<file path="src/rtl/sa_pkg.sv">
// ---------------------------------------------------------------------------
// sa_pkg
//   Shared definitions for the systolic-array slice: default geometry of the
//   PE chain and the load scheduler state encoding.
// ---------------------------------------------------------------------------
package sa_pkg;

  // Default array geometry, shared between the scheduler and the PE.
  localparam int SA_NUM_PE        = 16;
  localparam int SA_WGT_DEPTH     = 4;
  localparam int SA_ID_WIDTH      = 6;
  localparam int SA_IN_DATA_WIDTH = 8;

  // Job sequencing states of sa_load_sched.
  typedef enum logic [2:0] {
    ST_IDLE  = 3'd0,
    ST_LOAD  = 3'd1,
    ST_FLUSH = 3'd2,
    ST_RUN   = 3'd3,
    ST_WAIT  = 3'd4,
    ST_DONE  = 3'd5
  } sa_state_e;

endpackage : sa_pkg

</file>
<file path="src/rtl/sa_wrap_cnt.sv">
// ---------------------------------------------------------------------------
// sa_wrap_cnt
//   Up-counter that wraps to zero after reaching a run-time terminal value.
//
// Ports:
//   clk     in   clock
//   rst     in   asynchronous reset, active-low
//   i_clr   in   synchronous clear (wins over increment)
//   i_inc   in   increment enable
//   i_term  in   terminal value; the count after i_term is 0
//   o_cnt   out  current count
//   o_last  out  count equals i_term
// ---------------------------------------------------------------------------
module sa_wrap_cnt #(
  parameter int W = 4
) (
  input  logic         clk,
  input  logic         rst,
  input  logic         i_clr,
  input  logic         i_inc,
  input  logic [W-1:0] i_term,
  output logic [W-1:0] o_cnt,
  output logic         o_last
);

  logic [W-1:0] cnt_reg;
  logic [W-1:0] cnt_next;
  logic         at_term;

  assign at_term = (cnt_reg == i_term);

  always_comb begin
    cnt_next = cnt_reg;
    if (i_clr) begin
      cnt_next = '0;
    end else if (i_inc) begin
      cnt_next = at_term ? '0 : cnt_reg + W'(1);
    end
  end

  always_ff @(posedge clk or negedge rst) begin
    if (!rst) begin
      cnt_reg <= '0;
    end else begin
      cnt_reg <= cnt_next;
    end
  end

  assign o_cnt  = cnt_reg;
  assign o_last = at_term;

endmodule : sa_wrap_cnt

</file>
<file path="src/rtl/sa_load_sched.sv">
// ---------------------------------------------------------------------------
// sa_load_sched
//   Sequences one systolic-array job: loads cfg_pe_cnt x cfg_wgt_cnt weights
//   down the PE load chain, waits NUM_PE cycles for the chain to drain, then
//   streams cfg_wgt_cnt activations into PE column 0 together with pop
//   strobes, and finishes once as many pop strobes have come back from the
//   array tail.
//
// Ports:
//   clk            in   clock
//   rst            in   asynchronous reset, active-low
//   i_start        in   job start pulse (only honoured in IDLE)
//   i_cfg_pe_cnt   in   PEs to load, legal 1..NUM_PE
//   i_cfg_wgt_cnt  in   weights per PE / pops per job, legal 1..WGT_DEPTH
//   o_busy         out  job in progress (registered)
//   o_done         out  one-cycle completion pulse
//   i_wgt_vld      in   weight stream valid
//   i_wgt_data     in   weight stream data
//   o_wgt_rdy      out  weight stream ready (LOAD)
//   i_act_vld      in   activation stream valid
//   i_act_data     in   activation stream data
//   o_act_rdy      out  activation stream ready (RUN)
//   o_load_vld     out  load chain valid, one cycle after weight acceptance
//   o_load_id      out  target PE id
//   o_load_data    out  weight
//   o_pop_vld      out  pop strobe to PE column 0
//   o_left_data    out  activation to PE column 0
//   i_res_vld      in   pop strobe returning from the array tail
// ---------------------------------------------------------------------------
module sa_load_sched
  import sa_pkg::*;
#(
  parameter int NUM_PE        = SA_NUM_PE,
  parameter int ID_WIDTH      = SA_ID_WIDTH,
  parameter int IN_DATA_WIDTH = SA_IN_DATA_WIDTH,
  parameter int WGT_DEPTH     = SA_WGT_DEPTH,
  parameter int CNT_WIDTH     = $clog2(WGT_DEPTH) + 1
) (
  input  logic                     clk,
  input  logic                     rst,
  input  logic                     i_start,
  input  logic [ID_WIDTH:0]        i_cfg_pe_cnt,
  input  logic [CNT_WIDTH-1:0]     i_cfg_wgt_cnt,
  output logic                     o_busy,
  output logic                     o_done,
  input  logic                     i_wgt_vld,
  input  logic [IN_DATA_WIDTH-1:0] i_wgt_data,
  output logic                     o_wgt_rdy,
  input  logic                     i_act_vld,
  input  logic [IN_DATA_WIDTH-1:0] i_act_data,
  output logic                     o_act_rdy,
  output logic                     o_load_vld,
  output logic [ID_WIDTH-1:0]      o_load_id,
  output logic [IN_DATA_WIDTH-1:0] o_load_data,
  output logic                     o_pop_vld,
  output logic [IN_DATA_WIDTH-1:0] o_left_data,
  input  logic                     i_res_vld
);

  localparam int                  FL_WIDTH = $clog2(NUM_PE) + 1;
  localparam logic [ID_WIDTH:0]   PE_MAX   = (ID_WIDTH + 1)'(NUM_PE);
  localparam logic [CNT_WIDTH-1:0] WGT_MAX = CNT_WIDTH'(WGT_DEPTH);
  localparam logic [FL_WIDTH-1:0] FL_TERM  = FL_WIDTH'(NUM_PE - 1);

  // -------------------------------------------------------------------------
  // State and registered outputs
  // -------------------------------------------------------------------------
  sa_state_e                state_reg;
  sa_state_e                state_next;
  logic                     busy_reg;
  logic [ID_WIDTH-1:0]      cfg_pe_m1_reg;   // cfg_pe_cnt - 1, the last PE id
  logic [CNT_WIDTH-1:0]     cfg_wgt_reg;
  logic                     load_vld_reg;
  logic [ID_WIDTH-1:0]      load_id_reg;
  logic [IN_DATA_WIDTH-1:0] load_data_reg;
  logic                     pop_vld_reg;
  logic [IN_DATA_WIDTH-1:0] left_data_reg;

  // -------------------------------------------------------------------------
  // Handshakes and decoded conditions
  // -------------------------------------------------------------------------
  logic                 start_acc;
  logic                 cfg_legal;
  logic                 wgt_acc;
  logic                 act_acc;
  logic                 cnt_clr;
  logic [CNT_WIDTH-1:0] wgt_term;
  logic                 res_window;
  logic                 res_inc;
  logic                 res_hit;

  assign start_acc = i_start && (state_reg == ST_IDLE);
  assign cfg_legal = (i_cfg_pe_cnt  != '0) && (i_cfg_pe_cnt  <= PE_MAX) &&
                     (i_cfg_wgt_cnt != '0) && (i_cfg_wgt_cnt <= WGT_MAX);

  assign o_wgt_rdy = (state_reg == ST_LOAD);
  assign o_act_rdy = (state_reg == ST_RUN);
  assign wgt_acc   = i_wgt_vld && o_wgt_rdy;
  assign act_acc   = i_act_vld && o_act_rdy;

  // Every counter is held at zero while idle, so each job starts clean.
  assign cnt_clr   = (state_reg == ST_IDLE);
  assign wgt_term  = cfg_wgt_reg - CNT_WIDTH'(1);

  // -------------------------------------------------------------------------
  // Counters
  // -------------------------------------------------------------------------
  logic [CNT_WIDTH-1:0] wgt_cnt;
  logic                 wgt_last;
  logic [ID_WIDTH-1:0]  pe_cnt;
  logic                 pe_last;
  logic [FL_WIDTH-1:0]  fl_cnt;
  logic                 fl_last;
  logic [CNT_WIDTH-1:0] pop_cnt;
  logic                 pop_last;
  logic [CNT_WIDTH-1:0] res_cnt;
  logic                 res_last;

  // Weight slot within the current PE.
  sa_wrap_cnt #(.W(CNT_WIDTH)) u_wgt_ctr (
    .clk    (clk),
    .rst    (rst),
    .i_clr  (cnt_clr),
    .i_inc  (wgt_acc),
    .i_term (wgt_term),
    .o_cnt  (wgt_cnt),
    .o_last (wgt_last)
  );

  // PE currently being loaded; advances when its last slot is accepted.
  sa_wrap_cnt #(.W(ID_WIDTH)) u_pe_ctr (
    .clk    (clk),
    .rst    (rst),
    .i_clr  (cnt_clr),
    .i_inc  (wgt_acc && wgt_last),
    .i_term (cfg_pe_m1_reg),
    .o_cnt  (pe_cnt),
    .o_last (pe_last)
  );

  // Chain drain time: one cycle per load-chain register.
  sa_wrap_cnt #(.W(FL_WIDTH)) u_flush_ctr (
    .clk    (clk),
    .rst    (rst),
    .i_clr  (cnt_clr),
    .i_inc  (state_reg == ST_FLUSH),
    .i_term (FL_TERM),
    .o_cnt  (fl_cnt),
    .o_last (fl_last)
  );

  // Activations issued to column 0.
  sa_wrap_cnt #(.W(CNT_WIDTH)) u_pop_ctr (
    .clk    (clk),
    .rst    (rst),
    .i_clr  (cnt_clr),
    .i_inc  (act_acc),
    .i_term (wgt_term),
    .o_cnt  (pop_cnt),
    .o_last (pop_last)
  );

  // Results returned from the tail. The terminal value is the full count
  // and the increment is gated at the terminal, so this one saturates
  // instead of wrapping: results may all arrive before RUN finishes.
  assign res_window = (state_reg == ST_RUN) || (state_reg == ST_WAIT);
  assign res_inc    = i_res_vld && res_window && !res_last;

  sa_wrap_cnt #(.W(CNT_WIDTH)) u_res_ctr (
    .clk    (clk),
    .rst    (rst),
    .i_clr  (cnt_clr),
    .i_inc  (res_inc),
    .i_term (cfg_wgt_reg),
    .o_cnt  (res_cnt),
    .o_last (res_last)
  );

  // All results in hand, counting the one arriving this cycle.
  assign res_hit = res_last || (res_inc && (res_cnt == wgt_term));

  // The raw counts of these counters only matter through their last flags.
  logic unused_cnts;
  assign unused_cnts = ^{wgt_cnt, fl_cnt, pop_cnt};

  // -------------------------------------------------------------------------
  // FSM
  // -------------------------------------------------------------------------
  always_comb begin
    state_next = state_reg;
    case (state_reg)
      ST_IDLE: begin
        if (start_acc) begin
          state_next = cfg_legal ? ST_LOAD : ST_DONE;
        end
      end
      ST_LOAD: begin
        if (wgt_acc && wgt_last && pe_last) begin
          state_next = ST_FLUSH;
        end
      end
      ST_FLUSH: begin
        if (fl_last) begin
          state_next = ST_RUN;
        end
      end
      ST_RUN: begin
        if (act_acc && pop_last) begin
          state_next = ST_WAIT;
        end
      end
      ST_WAIT: begin
        if (res_hit) begin
          state_next = ST_DONE;
        end
      end
      ST_DONE: begin
        state_next = ST_IDLE;
      end
      default: begin
        state_next = ST_IDLE;
      end
    endcase
  end

  always_ff @(posedge clk or negedge rst) begin
    if (!rst) begin
      state_reg <= ST_IDLE;
    end else begin
      state_reg <= state_next;
    end
  end

  // -------------------------------------------------------------------------
  // Registered datapath
  // -------------------------------------------------------------------------
  always_ff @(posedge clk or negedge rst) begin
    if (!rst) begin
      busy_reg      <= 1'b0;
      cfg_pe_m1_reg <= '0;
      cfg_wgt_reg   <= '0;
      load_vld_reg  <= 1'b0;
      load_id_reg   <= '0;
      load_data_reg <= '0;
      pop_vld_reg   <= 1'b0;
      left_data_reg <= '0;
    end else begin
      busy_reg <= (state_next != ST_IDLE);

      // The low bits are enough: for cfg = 2**ID_WIDTH they are zero and
      // the subtraction wraps to the all-ones last id.
      if (start_acc) begin
        cfg_pe_m1_reg <= i_cfg_pe_cnt[ID_WIDTH-1:0] - ID_WIDTH'(1);
        cfg_wgt_reg   <= i_cfg_wgt_cnt;
      end

      load_vld_reg <= wgt_acc;
      if (wgt_acc) begin
        load_id_reg   <= pe_cnt;
        load_data_reg <= i_wgt_data;
      end

      pop_vld_reg <= act_acc;
      if (act_acc) begin
        left_data_reg <= i_act_data;
      end
    end
  end

  assign o_busy      = busy_reg;
  assign o_done      = (state_reg == ST_DONE);
  assign o_load_vld  = load_vld_reg;
  assign o_load_id   = load_id_reg;
  assign o_load_data = load_data_reg;
  assign o_pop_vld   = pop_vld_reg;
  assign o_left_data = left_data_reg;

endmodule : sa_load_sched

</file>
<file path="config.mk">
export PLATFORM = sky130hd
export DESIGN_NAME = sa_load_sched
export DESIGN_NICKNAME = d
export VERILOG_FILES = /design/src/rtl/sa_pkg.sv /design/src/rtl/sa_wrap_cnt.sv /design/src/rtl/sa_load_sched.sv
export SDC_FILE = /design/constraint.sdc
export NUM_CORES = 1
export LEC_CHECK = 0
export ABC_CLOCK_PERIOD_IN_PS = 5480
export CAP_MARGIN = 20
export CORE_UTILIZATION = 40
export CTS_CLUSTER_DIAMETER = 150
export DETAILED_ROUTE_END_ITERATION = 6
export SLEW_MARGIN = 20
export SYNTH_ARGS = -nofsm -noshare
export SYNTH_HDL_FRONTEND = slang
export SYNTH_HIERARCHICAL = 1
export SYNTH_SLANG_ARGS = --single-unit
</file>
<file path="constraint.sdc">
create_clock -name clk -period 5.48 [get_ports clk]
set_input_delay 1.37 -clock clk [delete_from_list [all_inputs] [get_ports clk]]
set_output_delay 1.37 -clock clk [all_outputs]
set_load 0.005 [all_outputs]
</file>
==> impl_metrics.yaml, run 1 <==
status:
  status: "finished clean"
pwr:
  p_switching_uw: 627
  seqPwrFrac_pct: 37.7
  sw_frac_of_total_pct: 37.7
  ir_drop_mv: 0.175
  power.leakage_uw: 0.00177
  p_per_area_mw_per_mm2: 410
  p_comb_share_pct: 42.0
  intPower_uw: 1040
  power_frac_clock_pct: 20.3
timing:
  finalSetupViolations: 0
  tns_ns: 0
  timing.slew.headroom_pct: 32.4
  fmax_mhz: 318
  hold_viol: 0
  rsz0062_at_grt: "no"
  timing.hold.ws_ns: 0.507
  fin_crit_sh_pct: 57.4
  tightest_slew_ns: 1.01
  fin_crit_ns: 3.14
  finClkSkew_ns: 0.00770
  slew_viol_final: 0
critical_path:
  critPathCaptureType: "output port"
  start_kind: "flop"
  cpMaxStageDelayCell: "clkdlybuf4s50_1"
  max_stage_delay_ns: 0.52
  arrival_ns: 1.77
  crit_chain: "nand3b_1 > inv_1 > clkdlybuf4s50_1"
  required_ns: 4.11
  critPathKind: "reg -> out"
  cp_max_fo: 11
synthesis:
  avgSynthCellArea_sq_um: 11.6
  synthCells: 278
  syn_area_sq_mm: 0.00321
  synth_top_area_cell: "dfrtp_1"
  synth_top_area_share_pct: 44.4
  async_flop_share_pct: 100
  ys_seq_area_share_pct: 44.4
  yosys-top-cells-area: "dfrtp_1 (44%), mux2_2 (6.0%), xor2_1 (4.6%)"
  ys_ff_latch: 57
  ys_types: 55
  synth_warnings: 6
  synth-edff-count: 0
  synth_flop_cell: "dfrtp_1"
detailed_routing:
  wl_per_cell_microns: 13.6
  wirelength_microns: 6130
  drc: 0
  dr.pass1.iters: 4
  drt-initial-drc-count: 87
  drtAntennaViolNets: 0
  vias: 2261
  vias_per_cell: 5.01
cts:
  cts_resized: 0
  clkSlewWorstSetupHoldPaths_ns: 0.07
  cts_setup_buffers: 0
  cts_buffers: 9
  root_buffer: "clkbuf_8"
  cts_hold_buf: 0
  h-tree-depth: 3
  clock_latency_ns: 0.33
  clock_path_buffers: 2
  cts_tree: "built"
  cts.sinks: 57
floorplanning:
  io-pin-count: 60
  dieArea_sq_mm: 0.00840
  start_util_pct: 41.4
  fp.dieW_microns: 91.6
  fp.coreArea_sq_mm: 0.00777
  rows: 32
  die_height_microns: 91.6
global_route:
  grt_first_pass_wirelength_microns: 10300
  grt_max_degree: 58
  antenna_found_initial: 0
  grt_pass1_vias: 2187
  grt_overflow: 0
  track_usage_pct: 15.9
hold_path:
  hold_class: "reg -> reg"
final_layout:
  final_cells: 451
  drive_above_1_share_pct: 20.6
  final_cell_mix: "clkdlybuf4s50_1 (58), dfrtp_1 (57), mux2_2 (17), xor2_1 (17)"
  fin_area_sq_mm: 0.00406
  final_common_cell: "clkdlybuf4s50_1"
  antenna_cells: 0
  nNetsFinal: 384
  area.growth.synth_to_final_pct: 26.3
placement:
  dpl_cell_area_sq_mm: 0.00388
  gp_congestion: 0.773
  dp_hpwl_microns: 4320
  portBuffers: 59
  dpl.cell_count: 435
run:
  maxCapViolations: 0
-- per-stage QoR --
step | utilization, % | total power, uW | setup WS, ns
after global routing | 52.3 | 1790 | 2.20
after global placement | 50.0 | 1330 | 2.21
after CTS | 52.2 | 1680 | 2.32
after floorplan | - | 1120 | 2.93
final | 52.3 | 1660 | 2.34
after detailed placement | 50.0 | 1340 | 2.07
-- synth_stat cells (3+ instances only) --
cell type	number
nor3b_1	3
inv_1	13
o31ai_1	3
mux2_4	9
buf_6	4
o32ai_1	4
nand3b_1	3
nand3_1	4
xor2_1	17
dfrtp_1	57
mux2_2	17
buf_2	3
o311ai_1	6
o21ai_1	4
nand2_1	13
and3b_2	4
a211oi_1	3
xor2_2	7
o21ai_0	5
ha_1	8
nor3_1	5
and3_1	3
nand2b_1	5
a21oi_1	9
xnor2_1	10
nor2_1	10
or2b_1	9
nor2b_1	3
-- area by class of cell --
class,count,area (sq um)
repair buffers,61,601
multi-input cells,202,1680
inverters,13,48.8
fillers,725,3710
well taps,102,128
flip-flops and latches,57,1430
clock inverters,7,47.5
clock buffers,9,124
-- power by group through the flow --
stage	Combinational, uW	Clock (uW)	Sequential (uW)
global route	765	374	648
detailed placement	703	0	635
floorplan	513	0	605
global placement	692	0	633
finish	698	338	627
CTS	705	351	629
-- critical path, delay by kind of cell, from the launching register on --
kind	cells	cell delay, ns
buffers and inverters	2	0.68
flip-flops	1	0.49
AND/OR/NAND/NOR	1	0.28
-- per-layer routing --
metal / vias to the layer above / track usage, % / part of all wire, %
li1: 1117 / - / -
met1: 1079 / 20.8 / 47
met2: 56 / 24.6 / 47
met3: 9 / 4.56 / 4.6
met4: 0 / 6.48 / 1.4
met5: - / 0 / 0
-- final timing paths --
| check | start | to | slack, ns | depth (start not counted) |
|---|---|---|---|---|
| hold reg to reg | o_load_data[0] | o_load_data[0] | 0.51 | 1 |
| hold / removal | o_load_data[0] | o_load_data[0] | 0.51 | 1 |
| setup reg to reg | cfg_wgt_reg[0] | u_pe_ctr/o_cnt[5] | 2.43 | 10 |
| min in group asynchronous | rst | o_load_data[6] | 1.17 | 2 |
| max in group asynchronous | rst | o_left_data[1] | 3.82 | 2 |
| setup / recovery | state_reg[2] | o_act_rdy | 2.34 | 3 |
-- kinds of logic (layout without fill, tap and decap cells) --
kind of cell | after synthesis | count (layout) | synth area share, %
xor gates and xnor gates | 34 | 34 | 10.9
muxes | 28 | 28 | 10.8
buffers and inverters | 22 | 90 | 3.85
other | 2 | 5 | 0.234
and+or+nand+nor | 74 | 74 | 14.1
DFF | 57 | 57 | 44.4
adders and majority gates | 8 | 8 | 3.12
AOI/OAI and AO/OA | 53 | 53 | 12.6
(Power assumes the default switching activity.)
==> inputs of run 2 (changes only) <==
--- a/config.mk
+++ b/config.mk
@@ -5,11 +5,12 @@
 export SDC_FILE = /design/constraint.sdc
 export NUM_CORES = 1
 export LEC_CHECK = 0
-export ABC_CLOCK_PERIOD_IN_PS = 5480
+export ABC_CLOCK_PERIOD_IN_PS = 2630
 export CAP_MARGIN = 20
 export CORE_UTILIZATION = 40
 export CTS_CLUSTER_DIAMETER = 150
 export DETAILED_ROUTE_END_ITERATION = 6
+export PLACE_DENSITY = 0.66
 export SLEW_MARGIN = 20
 export SYNTH_ARGS = -nofsm -noshare
 export SYNTH_HDL_FRONTEND = slang
==> constraint.sdc (replaced) <==
create_clock -name clk -period 2.63 [get_ports clk]
set_input_delay 0.6575 -clock clk [delete_from_list [all_inputs] [get_ports clk]]
set_output_delay 0.6575 -clock clk [all_outputs]
set_load 0.005 [all_outputs]
==> impl_metrics.yaml, run 2 (same netlist as run 1, synthesis figures left out) <==
global_route:
  grt_overflow: 0
  grt_first_pass_wirelength_microns: 10900
  track_usage_pct: 16.6
  antenna_found_initial: 0
  grt_max_degree: 58
  grt_pass1_vias: 2267
cts:
  clock_latency_ns: 0.33
  cts_buffers: 9
  cts_tree: "built"
  cts_hold_buf: 0
  root_buffer: "clkbuf_8"
  cts.sinks: 57
  clkSlewWorstSetupHoldPaths_ns: 0.07
  clock_path_buffers: 2
  h-tree-depth: 3
critical_path:
  arrival_ns: 2.70
  cp_num_buf_inv: 1
  crit_family: "simple AND/OR/NAND/NOR gates"
  cp-startpoint: "cfg_wgt_reg[0]"
  cpMaxStageDelayCell: "dfrtp_1"
  start_kind: "flop"
  critPathKind: "reg -> reg"
  critPathCaptureType: "flop"
  crit_chain: "inv_1 > ha_1 > xor2_2 > xor2_2 > nor3_1 > and3_2 > o2111ai_2 > nor2_2 > xnor2_1 > a211oi_2"
  cp_max_fo: 8
  required_ns: 2.88
  path_common_cell: "xor2_2"
  max_stage_delay_ns: 0.44
  r2r-start: "cfg_wgt_reg[0]"
timing:
  slew_viol_final: 0
  finalSetupViolations: 0
  fmax_mhz: 409
  hold_viol: 0
  rsz0062_at_grt: "no"
  fin_crit_sh_pct: 92.9
  timing.slew.headroom_pct: 66.6
  tightest_slew_ns: 0.499
  finClkSkew_ns: 0.00844
  tns_ns: 0
  fin_crit_ns: 2.44
final_layout:
  area.growth.synth_to_final_pct: 28.3
  area.sequential_sq_mm: 0.00143
  drive_above_1_share_pct: 22.0
  nNetsFinal: 389
  antenna_cells: 0
  final_cells: 456
  multiInputGateArea_sq_mm: 0.00169
  fin_area_sq_mm: 0.00412
  final_cell_mix: "clkdlybuf4s50_1 (58), dfrtp_1 (57), mux2_2 (17)"
  final_common_cell: "clkdlybuf4s50_1"
  nFillCells: 717
floorplanning:
  dieArea_sq_mm: 0.00840
  rows: 32
  fp.coreArea_sq_mm: 0.00777
  io-pin-count: 60
  start_util_pct: 41.4
  fp.dieW_microns: 91.6
  die_height_microns: 91.6
detailed_routing:
  vias_per_cell: 4.97
  dr.pass1.iters: 4
  wirelength_microns: 6360
  drtAntennaViolNets: 0
  drt-initial-drc-count: 105
  vias: 2267
  wl_per_cell_microns: 14.0
  drc: 0
placement:
  gp_congestion: 0.813
  dpl.cell_count: 440
  dp_hpwl_microns: 4570
  dpl_cell_area_sq_mm: 0.00393
  portBuffers: 59
status:
  status: "finished clean"
hold_path:
  hold_class: "in -> async"
run:
  maxCapViolations: 0
pwr:
  ir_drop_mv: 0.451
  p_per_area_mw_per_mm2: 864
  power.leakage_uw: 0.00180
-- run 2: repair_timing --
item | 4_1_cts | 5_1_grt
endpoints found under the setup margin | 0 | 4
setup buffers | 0 | 0
gates resized for setup | 0 | 2
-- run 2: worst paths after layout --
kind,cells after the start,end,slack (ns)
worst max-delay path,10,u_pe_ctr/o_cnt[5],0.19
worst min-delay path,2,o_load_data[6],0.31
worst max register to register,10,u_pe_ctr/o_cnt[5],0.19
worst min register to register,1,o_left_data[3],0.51
max in group asynchronous,2,u_pop_ctr/o_cnt[0],2.05
min in group clk,1,o_left_data[3],0.51
-- run 2: final cells by class --
type,instances,share of cell area (%)
Sequential cell,57,34.6
Tap cell,102,3.10
Clock inverter,6,1.03
Multi-Input combinational cell,202,41.0
Timing Repair Buffer,66,15.8
Clock buffer,10,3.34
Inverter,13,1.18
-- run 2: power breakdown --
group	switching [uW]	total (uW)	leakage [uW]	internal, uW
Sequential	221	1310	0.000755	1090
Clock	369	737	0.0000887	368
Combinational	740	1510	0.000960	775
Total	1330	3560	0.00180	2230
-- run 2: routing by layer --
metal	vias up	track usage, %	wire, microns
met3	6	4.48	202
li1	1126	-	-
met4	0	6.75	73
met2	39	26.1	3040
met5	-	0	0
met1	1096	21.7	3050
-- run 2: worst reg2reg max path, stage by stage (launching register included) --
cell and delay (ns):
dfrtp_1 0.44, inv_1 0.09, ha_1 0.24, xor2_2 0.20
xor2_2 0.21, nor3_1 0.27, and3_2 0.34, o2111ai_2 0.16
nor2_2 0.15, xnor2_1 0.08, a211oi_2 0.19
-- run 2: stage by stage --
step                util [%]  hold WS, ns  power (uW)  setup WS [ns]
floorplan                  -        0.362        2330         0.0769
global placement        50.6        0.489        2780          0.230
detailed placement      50.6        0.491        2830          0.118
CTS                     52.9        0.310        3590          0.121
global route            53.1        0.318        3820         0.0102
finish                  53.1        0.311        3560          0.187
==> variant 1, RTL diff (config.mk and constraints of run 2) <==
The package constant `SA_ID_WIDTH` goes from 6 to 3.
--- a/src/rtl/sa_pkg.sv
+++ b/src/rtl/sa_pkg.sv
@@ -8,7 +8,7 @@
   // Default array geometry, shared between the scheduler and the PE.
   localparam int SA_NUM_PE        = 16;
   localparam int SA_WGT_DEPTH     = 4;
-  localparam int SA_ID_WIDTH      = 6;
+  localparam int SA_ID_WIDTH      = 3;
   localparam int SA_IN_DATA_WIDTH = 8;
 
   // Job sequencing states of sa_load_sched.
Interface: changed (resized i_cfg_pe_cnt and o_load_id); port bits go from 60 to 54. No check against the original RTL was run, so the function may have changed too.
==> variant 1 against run 2 <==
Sequential cell count shrank 9. Area after synthesis shrank 18%. Wire length shrank 20%. Critical endpoint is now o_wgt_rdy. Clock skew shrank 0.0031 ns. Design area shrank 17%. Power shrank 19%. Setup slack lost 0.053 ns. Combinational power shrank 13%.
==> variant 1: results (changes against run 2) <==
stage;metric;value;unit;change
critical_path;delay of the slowest cell on the worst path;0.55;ns;+0.11 ns
yosys;Post-synth top flop;dfrtp_1;;
power_and_ir_drop;Max IR drop VDD;0.000531;V;+18%
cells_and_area;antenna cells;0;;unchanged
critical_path;worst endpoint data arrival time;1.84;ns;-0.86 ns
route;DRT Wirelength;5.11;mm;-20%
yosys;most common library cells after synthesis;dfrtp_1 (48), mux2_2 (22), a21oi_1 (14), inv_1 (14), or2b_1 (11);;
sta;Final Skew;0.00530;ns;-0.00313 ns
sta;Slew headroom;0.594;;-0.0723
route;Iteration-0 DRC Markers;146;;+39%
cells_and_area;layout cell share with drive strength beyond 1;0.205;;-0.0150
clock_network;H-tree depth;2;;-1
critical_path;CP max FO;10;;+2
placed_design;DP HPWL;3.70;mm;-19%
yosys;average cell area after synthesis;11.5;um^2;-0.58%
yosys;Seq/Total Area, Yosys;0.456;;+0.0126
clock_network;clock slew at the register clock pins of the worst setup and hold paths;0.09;ns;+0.02 ns
placed_design;gpl congestion;0.723;;-11%
clock_network;post-CTS setup buffer count;0;;unchanged
critical_path;Setup crit start;state_reg[0];;
global_route;initial antenna violation count;0;;unchanged
route;drt first pass iters;4;;unchanged
clock_network;maximum root-to-sink buffer count;2;;unchanged
critical_path;Critical Path Slowest Stage Cell;dfrtp_1;;
clock_network;Root Driver;clkbuf_8;;
critical_path;Worst R2R Start;cfg_wgt_reg[0];;
yosys;Synth area leaders;dfrtp_1 (46%), mux2_2 (9.4%), xor2_2 (5.6%);;
clock_network;cts bufs inserted;5;;-4
placed_design;Port Buffers;52;;-12%
yosys;ys async rst share;1.00;;unchanged
global_route;GRT Total Usage;0.158;;-0.00817
power_and_ir_drop;Leak Pwr;1.51;nW;-16%
global_route;largest net degree at the start of global routing;49;;-16%
route;via count;1893;;-16%
clock_network;Clk Latency, worst-skew pair;0.30;ns;-0.03 ns
global_route;first-pass GRT wire length;8.78;mm;-19%
status;outcome;completed;;
cells_and_area;Final #Nets;332;;-15%
min_path;worst hold-check path type;in -> async;;
yosys;Ys Warns;6;;unchanged
route;vias per cell;5.06;;+1.8%
yosys;Distinct cells, synth;42;;-24%
placed_design;placed insts;366;;-17%
cells_and_area;fillcell total;549;;-23%
[variant 1: critical path, delay by kind of cell, from the launching register on]
family                 cells  cell delay [ns]
buffers and inverters      1             0.55
flip-flops                 1             0.55
AND/OR/NAND/NOR            2             0.44
[variant 1: what timing repair did]
item	4_1_cts	5_1_grt
resized for setup	1	2
endpoints found under the setup margin	1	2
pin swaps	0	1
[variant 1: through the flow]
| stage | worst slack (ns) | power, mW | cell area (um^2) | util | hold WS, ns |
|---|---|---|---|---|---|
| floorplan | 0.0402 | 1.88 | 2640 | - | 0.362 |
| global placement | -0.00248 | 2.36 | 3290 | 0.518 | 0.487 |
| detailed placement | -0.0358 | 2.39 | 3290 | 0.518 | 0.492 |
| CTS | 0.0797 | 2.88 | 3390 | 0.534 | 0.468 |
| global route | 0.0334 | 3.10 | 3410 | 0.537 | 0.500 |
| finish | 0.134 | 2.89 | 3410 | 0.537 | 0.443 |
[variant 1: path summary, 6_finish.rpt]
check / cells past startpoint / slack, ns / end
min in group clk: 1 / 0.51 / o_left_data[0]
worst max register to register: 9 / 0.20 / o_busy
worst min-delay path: 2 / 0.44 / o_load_data[2]
worst min register to register: 1 / 0.51 / o_left_data[0]
max in group asynchronous: 2 / 1.78 / cfg_wgt_reg[0]
worst max-delay path: 3 / 0.13 / o_wgt_rdy
[variant 1: final cells by class]
| class | count | area share |
|---|---|---|
| clock buffers | 6 | 0.0242 |
| clock inverters | 2 | 0.00441 |
| inverters | 14 | 0.0154 |
| multi-input cells | 165 | 0.402 |
| flip-flops and latches | 48 | 0.352 |
| well taps | 77 | 0.0283 |
| repair buffers | 62 | 0.173 |
[variant 1: cells by family after synthesis]
group,Yosys count,share of synthesized area
other,2,0.00285
and+or+nand+nor,61,0.145
buffers and inverters,19,0.0361
DFF,48,0.456
adders and majority gates,7,0.0333
AOI/OAI and AO/OA,45,0.117
xor gates and xnor gates,22,0.0989
muxes,25,0.110
[variant 1: where the power goes]
| group | total, mW | internal, mW | switching (mW) |
|---|---|---|---|
| Sequential | 1.10 | 0.924 | 0.172 |
| Combinational | 1.32 | 0.686 | 0.633 |
| Clock | 0.470 | 0.213 | 0.257 |
[variant 1: routing by layer]
metal  global-route usage  wire length, um
met5                    0                0
met4               0.0470               30
met3               0.0298              167
met2                0.276             2520
met1                0.198             2390
==> variant 2, RTL diff (config.mk and constraints of run 2) <==
Made on the original files. Re-encode `sa_state_e` (6 states) as one-hot, 6 bits wide.
--- a/src/rtl/sa_pkg.sv
+++ b/src/rtl/sa_pkg.sv
@@ -12,13 +12,13 @@
   localparam int SA_IN_DATA_WIDTH = 8;
 
   // Job sequencing states of sa_load_sched.
-  typedef enum logic [2:0] {
-    ST_IDLE  = 3'd0,
-    ST_LOAD  = 3'd1,
-    ST_FLUSH = 3'd2,
-    ST_RUN   = 3'd3,
-    ST_WAIT  = 3'd4,
-    ST_DONE  = 3'd5
+  typedef enum logic [5:0] {
+    ST_IDLE  = 6'b000001,
+    ST_LOAD  = 6'b000010,
+    ST_FLUSH = 6'b000100,
+    ST_RUN   = 6'b001000,
+    ST_WAIT  = 6'b010000,
+    ST_DONE  = 6'b100000
   } sa_state_e;
 
 endpackage : sa_pkg
Function: same outputs for any inputs over 10 cycles, from zero or initial values and one cycle with rst low; not proved beyond that.
==> variant 2 against run 2 <==
Core utilization grew 3.1 points. Count of clock-buffer cells in the layout grew 2. Sequential cell count grew 3. Sequential power shrank 13%. Power shrank 8.0%. Critical path type is now reg -> out. Design area grew 7.4%. Global-route usage grew 0.97 points. Non-clock buffer count grew 12. Largest cell class unchanged. Sequential share of layout area shrank 0.67 points. Area after synthesis grew 4.0%. Wire length grew 9.6%. Setup slack lost 0.13 ns. Critical endpoint is now o_done. Via count grew 9.7%. Largest power group is now registers.
==> variant 2: results (changes against run 2) <==
stage;metric;value;unit;change
yosys;post-synthesis adder-cell area fraction;0.0300;;-0.00119
cells_and_area;fillcell total;648;;-9.6%
clock_network;CTS-repair resized insts;2;;+2
yosys;Seq/Total Area, Yosys;0.450;;+0.00589
yosys;Distinct cells, synth;63;;+15%
placed_design;Placed Area;0.00415;mm^2;+5.5%
placed_design;gpl congestion;0.770;;-5.2%
status;outcome;completed;;
critical_path;worst endpoint data arrival time;1.92;ns;-0.78 ns
global_route;GRT Total Usage;0.176;;+0.00968
power_and_ir_drop;Flop+latch power;1.14;mW;-13%
critical_path;delay of the slowest cell on the worst path;0.50;ns;+0.06 ns
critical_path;flop-to-flop setup slack;0.26;ns;+0.07 ns
yosys;average cell area after synthesis;11.3;um^2;-2.0%
cells_and_area;Final #Nets;418;;+7.5%
global_route;met3 Usage GRT;0.0358;;-0.00900
power_and_ir_drop;Max IR drop VDD;0.000343;V;-24%
power_and_ir_drop;Leak Pwr;2.02;nW;+12%
route;Iteration-0 DRC Markers;108;;+2.9%
route;metal3 WL;232;um;+15%
global_route;met1 GRT Util;0.233;;+0.0168
route;met1 wire length;3.26;mm;+7.0%
yosys;XOR/XNOR Fraction of Synth Area;0.112;;+0.00295
sta;Final Skew;0.00919;ns;+0.000753 ns
power_and_ir_drop;Comb pwr share;0.333;;-0.092
route;wire length on met2;3.34;mm;+9.8%
yosys;mux cell area share after synthesis;0.0903;;-0.0176
global_route;met2 Use GR;0.268;;+0.00710
placed_design;placed insts;467;;+6.1%
yosys;most common library cells after synthesis;dfrtp_1 (59), mux2_2 (25), xor2_1 (18);;
placed_design;pre-CTS setup slack;0.0244;ns;-0.0935 ns
sta;Slew headroom;0.594;;-0.0723
cells_and_area;Layout area overhead;32.5;%;
## variant 2: worst max path at each step
| stage | from | to | slack, ns | depth (start not counted) |
|---|---|---|---|---|
| after floorplan | cfg_wgt_reg[0] | u_pe_ctr/o_cnt[4] | 0.11 | 10 |
| after global placement | i_cfg_pe_cnt[0] | state_reg[1] | 0.16 | 7 |
| after detailed placement | i_cfg_pe_cnt[0] | state_reg[1] | 0.02 | 7 |
| after CTS | state_reg[5] | o_wgt_rdy | 0.008 | 4 |
| after global routing | state_reg[1] | o_done | -0.04 | 4 |
| final | state_reg[1] | o_done | 0.05 | 4 |
## variant 2: worst max-delay path, delay by kind of cell (launching register included)
| family | cells | cell delay (ns) |
|---|---|---|
| simple gates | 3 | 0.68 |
| flops | 1 | 0.40 |
| buf+inv | 1 | 0.50 |
## variant 2: area by class of cell
cell class,instances,area share
inverters,16,0.0136
repair buffers,78,0.168
multi-input cells,213,0.394
clock inverters,4,0.0215
flip-flops and latches,60,0.339
well taps,102,0.0288
clock buffers,12,0.0350
